`src/rtl/gb_ppu_pkg.sv`:
```
// Shared PPU types and constants: OAM geometry, line sprite entries, scan FSM states.
package gb_ppu_pkg;

  localparam int unsigned OAM_ENTRIES      = 40;
  localparam int unsigned MAX_LINE_SPRITES = 10;
  localparam int unsigned OBJ_Y_OFFSET     = 16;

  typedef struct packed {
    logic [5:0] index;
    logic [7:0] y;
    logic [7:0] x;
  } sprite_entry_t;

  typedef enum logic [1:0] {IDLE, SCAN_Y, SCAN_X, DONE} oam_scan_state_t;

  // Sprite Y is stored offset by 16; 9-bit math so high Y values never wrap into range.
  function automatic logic obj_y_hit(logic [7:0] y, logic [7:0] ly, logic tall);
    logic [8:0] l;
    logic [8:0] h;
    logic [8:0] top;
    l   = {1'b0, ly} + 9'(OBJ_Y_OFFSET);
    h   = tall ? 9'd16 : 9'd8;
    top = {1'b0, y} + h;
    return ({1'b0, y} <= l) && (l < top);
  endfunction

endpackage

```
`src/rtl/oam_scan_if.sv`:
```
// Bundle between the PPU control side and the OAM scanner: control, OAM bus, buffer read.
interface oam_scan_if;

  logic       dot_en;
  logic       start;
  logic [7:0] ly;
  logic       obj_size;
  logic [7:0] oam_addr;
  logic [7:0] oam_rdata;
  logic       busy;
  logic       done;
  logic [3:0] sprite_count;
  logic [3:0] slot_sel;
  logic [5:0] slot_index;
  logic [7:0] slot_y;
  logic [7:0] slot_x;

  modport slave (
    input  dot_en, start, ly, obj_size, oam_rdata, slot_sel,
    output oam_addr, busy, done, sprite_count, slot_index, slot_y, slot_x
  );

  modport master (
    output dot_en, start, ly, obj_size, oam_rdata, slot_sel,
    input  oam_addr, busy, done, sprite_count, slot_index, slot_y, slot_x
  );

endinterface

```
`src/rtl/line_sprite_buffer.sv`:
```
// Per-line sprite register file: one synchronous write port, one combinational read port.
module line_sprite_buffer
  import gb_ppu_pkg::*;
#(
  parameter int unsigned Depth = MAX_LINE_SPRITES
) (
  input  logic          clk,
  input  logic          reset,
  input  logic          we_i,
  input  logic [3:0]    waddr_i,
  input  sprite_entry_t wdata_i,
  input  logic [3:0]    raddr_i,
  output sprite_entry_t rdata_o
);

  sprite_entry_t mem_q [Depth];

  always_ff @(posedge clk) begin
    if (reset) begin
      for (int i = 0; i < Depth; i++) begin
        mem_q[i] <= '0;
      end
    end else if (we_i && (32'(waddr_i) < Depth)) begin
      mem_q[waddr_i] <= wdata_i;
    end
  end

  // Selects past the last physical slot read as zero.
  always_comb begin
    rdata_o = '0;
    if (32'(raddr_i) < Depth) begin
      rdata_o = mem_q[raddr_i];
    end
  end

endmodule

```
`src/rtl/oam_scan.sv`:
```
// Mode-2 OAM search: walks every OAM entry at two dots each, keeping the first hits per line.
module oam_scan
  import gb_ppu_pkg::*;
#(
  parameter int unsigned NUM_ENTRIES = OAM_ENTRIES,
  parameter int unsigned MAX_SPRITES = MAX_LINE_SPRITES
) (
  input logic       clk,
  input logic       reset,
  oam_scan_if.slave scan_io
);

  oam_scan_state_t state_q, state_d;
  logic [5:0]      entry_q, entry_d;
  logic [3:0]      count_q, count_d;
  logic [7:0]      ly_q, ly_d;
  logic            tall_q, tall_d;
  logic [7:0]      y_lat_q, y_lat_d;

  logic            buf_we;
  sprite_entry_t   buf_wdata;
  sprite_entry_t   buf_rdata;
  logic [7:0]      oam_addr;
  logic            busy;
  logic            done;

  always_ff @(posedge clk) begin
    if (reset) begin
      state_q <= IDLE;
      entry_q <= '0;
      count_q <= '0;
      ly_q    <= '0;
      tall_q  <= 1'b0;
      y_lat_q <= '0;
    end else begin
      state_q <= state_d;
      entry_q <= entry_d;
      count_q <= count_d;
      ly_q    <= ly_d;
      tall_q  <= tall_d;
      y_lat_q <= y_lat_d;
    end
  end

  always_comb begin
    state_d  = state_q;
    entry_d  = entry_q;
    count_d  = count_q;
    ly_d     = ly_q;
    tall_d   = tall_q;
    y_lat_d  = y_lat_q;
    buf_we   = 1'b0;
    oam_addr = '0;
    busy     = 1'b0;
    done     = 1'b0;

    unique case (state_q)
      IDLE: begin
        if (scan_io.dot_en && scan_io.start) begin
          ly_d    = scan_io.ly;
          tall_d  = scan_io.obj_size;
          count_d = '0;
          entry_d = '0;
          state_d = SCAN_Y;
        end
      end
      SCAN_Y: begin
        busy     = 1'b1;
        oam_addr = {entry_q, 2'b00};
        if (scan_io.dot_en) begin
          y_lat_d = scan_io.oam_rdata;
          state_d = SCAN_X;
        end
      end
      SCAN_X: begin
        busy     = 1'b1;
        oam_addr = {entry_q, 2'b01};
        if (scan_io.dot_en) begin
          // A full buffer drops hits but the walk continues so mode 2 stays 80 dots.
          if (obj_y_hit(y_lat_q, ly_q, tall_q) && (count_q < 4'(MAX_SPRITES))) begin
            buf_we  = 1'b1;
            count_d = count_q + 4'd1;
          end
          if (entry_q == 6'(NUM_ENTRIES - 1)) begin
            state_d = DONE;
          end else begin
            entry_d = entry_q + 6'd1;
            state_d = SCAN_Y;
          end
        end
      end
      DONE: begin
        done    = 1'b1;
        state_d = IDLE;
      end
      default: state_d = IDLE;
    endcase
  end

  assign buf_wdata = '{index: entry_q, y: y_lat_q, x: scan_io.oam_rdata};

  line_sprite_buffer #(
    .Depth (MAX_SPRITES)
  ) u_buffer (
    .clk     (clk),
    .reset   (reset),
    .we_i    (buf_we),
    .waddr_i (count_q),
    .wdata_i (buf_wdata),
    .raddr_i (scan_io.slot_sel),
    .rdata_o (buf_rdata)
  );

  assign scan_io.oam_addr     = oam_addr;
  assign scan_io.busy         = busy;
  assign scan_io.done         = done;
  assign scan_io.sprite_count = count_q;
  assign scan_io.slot_index   = buf_rdata.index;
  assign scan_io.slot_y       = buf_rdata.y;
  assign scan_io.slot_x       = buf_rdata.x;

endmodule

```
`src/flat_wrapper.sv`:
```
// flat-port wrapper written by rule: the top's interface ports become plain ports
module oam_scan_flat import gb_ppu_pkg::*;
#(
  parameter int unsigned NUM_ENTRIES = OAM_ENTRIES,
  parameter int unsigned MAX_SPRITES = MAX_LINE_SPRITES
)
  (clk, reset, scan_io_dot_en, scan_io_start, scan_io_ly, scan_io_obj_size, scan_io_oam_rdata, scan_io_slot_sel, scan_io_oam_addr, scan_io_busy, scan_io_done, scan_io_sprite_count, scan_io_slot_index, scan_io_slot_y, scan_io_slot_x);
  oam_scan_if scan_io_i ();
  input logic clk;
  input logic reset;
  input wire logic [$bits(scan_io_i.dot_en)-1:0] scan_io_dot_en;
  input wire logic [$bits(scan_io_i.start)-1:0] scan_io_start;
  input wire logic [$bits(scan_io_i.ly)-1:0] scan_io_ly;
  input wire logic [$bits(scan_io_i.obj_size)-1:0] scan_io_obj_size;
  input wire logic [$bits(scan_io_i.oam_rdata)-1:0] scan_io_oam_rdata;
  input wire logic [$bits(scan_io_i.slot_sel)-1:0] scan_io_slot_sel;
  output wire logic [$bits(scan_io_i.oam_addr)-1:0] scan_io_oam_addr;
  output wire logic [$bits(scan_io_i.busy)-1:0] scan_io_busy;
  output wire logic [$bits(scan_io_i.done)-1:0] scan_io_done;
  output wire logic [$bits(scan_io_i.sprite_count)-1:0] scan_io_sprite_count;
  output wire logic [$bits(scan_io_i.slot_index)-1:0] scan_io_slot_index;
  output wire logic [$bits(scan_io_i.slot_y)-1:0] scan_io_slot_y;
  output wire logic [$bits(scan_io_i.slot_x)-1:0] scan_io_slot_x;
  assign scan_io_i.dot_en = scan_io_dot_en;
  assign scan_io_i.start = scan_io_start;
  assign scan_io_i.ly = scan_io_ly;
  assign scan_io_i.obj_size = scan_io_obj_size;
  assign scan_io_i.oam_rdata = scan_io_oam_rdata;
  assign scan_io_i.slot_sel = scan_io_slot_sel;
  assign scan_io_oam_addr = scan_io_i.oam_addr;
  assign scan_io_busy = scan_io_i.busy;
  assign scan_io_done = scan_io_i.done;
  assign scan_io_sprite_count = scan_io_i.sprite_count;
  assign scan_io_slot_index = scan_io_i.slot_index;
  assign scan_io_slot_y = scan_io_i.slot_y;
  assign scan_io_slot_x = scan_io_i.slot_x;
  oam_scan #(.NUM_ENTRIES(NUM_ENTRIES), .MAX_SPRITES(MAX_SPRITES)) u_core (.clk(clk), .reset(reset), .scan_io(scan_io_i));
endmodule
```
`config.mk`:
```
export PLATFORM = sky130hd
export DESIGN_NAME = oam_scan_flat
export DESIGN_NICKNAME = d
export VERILOG_FILES = /design/src/rtl/gb_ppu_pkg.sv /design/src/rtl/oam_scan_if.sv /design/src/rtl/line_sprite_buffer.sv /design/src/rtl/oam_scan.sv /design/src/flat_wrapper.sv
export SDC_FILE = /design/constraint.sdc
export NUM_CORES = 1
export LEC_CHECK = 0
export ABC_AREA = 1
export CORE_UTILIZATION = 49
export DETAILED_ROUTE_END_ITERATION = 8
export PLACE_DENSITY = 0.7
export REMOVE_ABC_BUFFERS = 1
export SLEW_MARGIN = 20
export SYNTH_ARGS = -nofsm -noshare
export SYNTH_HDL_FRONTEND = slang
export SYNTH_HIERARCHICAL = 1
export SYNTH_SLANG_ARGS = --single-unit
```
`constraint.sdc`:
```
create_clock -name clk -period 3.4 [get_ports clk]
set_input_delay 1.02 -clock clk [delete_from_list [all_inputs] [get_ports clk]]
set_output_delay 1.02 -clock clk [all_outputs]
set_load 0.01 [all_outputs]
```
==> results of run 1 <==
==> registers in the layout (all words and copies together) (netlist names) <==
register                     count
u_core/state_q                   2
u_core/scan_io.sprite_count      4
u_core/tall_q                    1
u_core/y_lat_q                   8
u_core/u_buffer/mem_q          220
u_core/entry_q                   6
u_core/ly_q                      8
==> path summary, 6_finish.rpt <==
path | from | to | slack (ns) | cells after the start
worst max-delay path | u_core/tall_q$_SDFFE_PP0P_ | u_core/u_buffer/mem_q[0][12]$_SDFFCE_PN0P_ | -0.08 | 20
worst min-delay path | u_core/ly_q[5]$_SDFFE_PP0P_ | u_core/ly_q[5]$_SDFFE_PP0P_ | 0.46 | 2
worst max register to register | u_core/tall_q$_SDFFE_PP0P_ | u_core/u_buffer/mem_q[0][12]$_SDFFCE_PN0P_ | -0.08 | 20
worst min register to register | u_core/ly_q[5]$_SDFFE_PP0P_ | u_core/ly_q[5]$_SDFFE_PP0P_ | 0.46 | 2
==> through the flow <==
step	cells	hold WS, ns	area, um^2	utilization
after floorplan	1273	0.443	11900	-
after global placement	1722	0.456	13600	0.557
after detailed placement	1722	0.460	13600	0.557
after CTS	1791	0.469	14900	0.609
after global routing	1814	0.496	15600	0.638
final	1814	0.464	15600	0.638
==> area by class of cell <==
| cell class | instances | area, um^2 |
|---|---|---|
| clock buffer | 39 | 748 |
| clock inverter | 6 | 80.1 |
| fill | 1917 | 8840 |
| inverter | 159 | 607 |
| multi-input combinational | 866 | 4490 |
| sequential | 249 | 7190 |
| tap | 324 | 405 |
| timing repair buffer | 171 | 2030 |
==> what timing repair did <==
| item | 4_1_cts | 5_1_grt |
|---|---|---|
| pin swaps | 10 | 22 |
| setup buffers | 18 | 11 |
| gates cloned | 6 | 14 |
| hold buffers | 0 | 0 |
| setup endpoints to repair | 408 | 432 |
| gates resized for setup | 79 | 103 |
==> per-layer routing <==
metal	global-route usage	up-vias
li1	-	4617
met1	0.314	4592
met2	0.408	404
met3	0.0379	64
met4	0.0892	0
met5	0	-
==> cells in the final DEF, fill, tap and decap left out, drive strengths merged, types with 3 or more instances in the layout <==
cell,instances
a21oi,21
buf,105
clkbuf,48
clkdlybuf4s15,6
clkdlybuf4s50,32
clkinv,5
dfxtp,29
dlygate4sd2,16
edfxtp,220
ha,27
inv,158
nand2,301
nand3,62
nand3b,3
nand4,7
nor2,287
nor3,6
o211ai,22
o21ai,70
o22ai,22
or2,23
xor2,6
==> worst max-delay path, stage by stage, from the launching register on <==
cell,delay [ns]
dfxtp_2,0.32
buf_4,0.12
ha_1,0.28
nand2_1,0.06
inv_1,0.05
o21ai_1,0.19
xor2_1,0.20
ha_1,0.26
nand2_1,0.07
inv_1,0.04
o21bai_1,0.14
nand3_2,0.11
nor2_4,0.13
nand3_2,0.12
nor2_4,0.15
nand3b_1,0.14
nor2_2,0.17
nand4_1,0.20
nand2_2,0.19
buf_12,0.14
clkbuf_16,0.13
==> power groups by stage <==
stage	clock (W)	combinational, W	sequential, W
floorplan	0	0.000888	0.00367
global placement	0	0.00139	0.00368
detailed placement	0	0.00142	0.00369
CTS	0.00281	0.00150	0.00363
global route	0.00292	0.00181	0.00366
finish	0.00277	0.00165	0.00364
==> cell families after synthesis <==
logic type               count (synthesis)
buffers and inverters                  227
AND/OR/NAND/NOR                        689
adder cells (fa/ha/maj)                 28
other                                    1
AO/OA/AOI/OAI                          140
flip-flops                             249
XOR/XNOR                                 7
==> impl_metrics.csv, run 1 <==
group,metric,value,unit
global_route,grt_pass1_wl,48500,um
worst_setup_path,crit_fanout,4,
timing,fin_crit_sh,1.02,
synthesis,syn_avg_cell_area,9.12,um^2
worst_setup_path,worstSetupStartpointType,"flip-flop",
synthesis,yosysUniqueCellTypes,42,
drt,wl_met3,2310,um
synthesis,synth_edf_count,220,
synthesis,synth_top_family_by_area,"simple AND/OR/NAND/NOR gates",
pwr,seq_power_share,0.452,
global_route,grt_usage,0.242,
place,place_ws,-0.613,ns
drt,route.vias.total,9677,
global_route,grt_pass1_vias,9131,
synthesis,synth_mux_area_frac,0,
synthesis,ys_seq_area_frac,0.588,
floorplan,die_x,160,um
clock_network,cts_buffers,25,
layout,n_antenna_cell,0,
timing,slew_viol_final,0,
pwr,p_total,0.00806,W
synthesis,yosysWarnings,6,
timing,max_freq,0.288,GHz
synthesis,synth_fa_ha_area_frac,0.0293,
synthesis,yosys.area_share.xor_xnor,0.00502,
floorplan,io_pins,61,
pwr,p_clk_frac,0.344,
pwr,switchingPower,0.00221,W
synthesis,yosys-top-cells-count,"nor2_1, nand2_1, edfxtp_1",
worst_setup_path,critPathKind,"flip-flop to flip-flop",
timing,finalHoldViolations,0,
synthesis,synthFlopType,"edfxtp_1",
synthesis,synth_top_area_frac,0.540,
clock_network,cts.clk_slew.worst_paths,0.06,ns
synthesis,synthSimpleGateAreaFrac,0.239,
drt,wl_per_cell,17.8,um
floorplan,die_area,0.0256,mm^2
drt,ant_nets,0,
pwr,p_int,0.00585,W
drt,drc,0,
floorplan,design.core.area,0.0244,mm^2
drt,dr_wl_met2,16100,um
pwr,p_leak,6.54,nW
worst_setup_path,critPathCaptureType,"flip-flop",
global_route,grt_overflow_total,0,
synthesis,synth_area_leader_cell,"edfxtp_1",
synthesis,syn_inst,1341,
drt,routed.top_layer,"met4",
pwr,irDropWorstVdd,0.583,mV
drt,drt_pass1_iterations,5,
timing,slew_headroom,0.649,
pwr,power_frac_comb,0.204,
outcome,status,"complete, but fails checks",
worst_setup_path,crit_arrival,3.71,ns
timing,rsz0062_at_grt,"yes",
place,gp_congestion,0.826,
timing,setup_violations,112,
clock_network,h-tree-depth,1,
synthesis,ys_top_cells_by_area,"edfxtp_1, nor2_1, nand2_1, dfxtp_1, inv_1",
layout,syn2layout_area_growth,27.2,%
outcome,violations,"negative setup slack",
timing,fin_setup_tns,-2.92,ns
run,maxCapViolCount,0,
min_path,hp-class,"flip-flop to flip-flop",
clock_network,clkSinkCount,249,
pwr,p_sw_frac,0.274,
floorplan,rows,57,
clock_network,clk_path_buf_depth,3,
worst_setup_path,crit_required,3.64,ns
clock_network,cts_tree,"yes",
pwr,powerDensity,518,mW/mm^2
drt,wl_met1,12900,um
timing,worst_pin_slew,0.526,ns
clock_network,clk_latency,0.52,ns
clock_network,root_buffer,"clkbuf_16",
synthesis,synth.most_common_cell,"nor2_1",
place,port_buffers,59,
floorplan,start_util,0.501,
drt,wl,32300,um
floorplan,chipHeight,160,um
global_route,grt_antenna_before_repair,0,
layout,layout-drive-gt1-share,0.197,
drt,viasPerCell,5.33,
synthesis,syn_area,0.0122,mm^2
synthesis,synth_compound_area_frac,0.0664,
drt,drt-initial-drc-count,939,
synthesis,synth-async-reset-ratio,0,
timing,timing.final.ws_setup,-0.0772,ns
timing,fin_skew,0.0155,ns
synthesis,ys_ff_latch,249,
place,hpwl,19200,um
layout,final_nets,1525,
global_route,grt_start_max_net_pins,46,
timing,finalCriticalPeriod,3.48,ns
No activity file was read; power rests on OpenSTA's default activity.
==> inputs of run 2 (changes only) <==
--- a/config.mk
+++ b/config.mk
@@ -8,6 +8,7 @@
 export ABC_AREA = 1
 export CORE_UTILIZATION = 49
 export DETAILED_ROUTE_END_ITERATION = 8
+export GPL_ROUTABILITY_DRIVEN = 0
 export PLACE_DENSITY = 0.7
 export REMOVE_ABC_BUFFERS = 1
 export SLEW_MARGIN = 20
==> results of run 2 <==
Same layout as run 1: the final DEF is identical, and so are final timing and power.
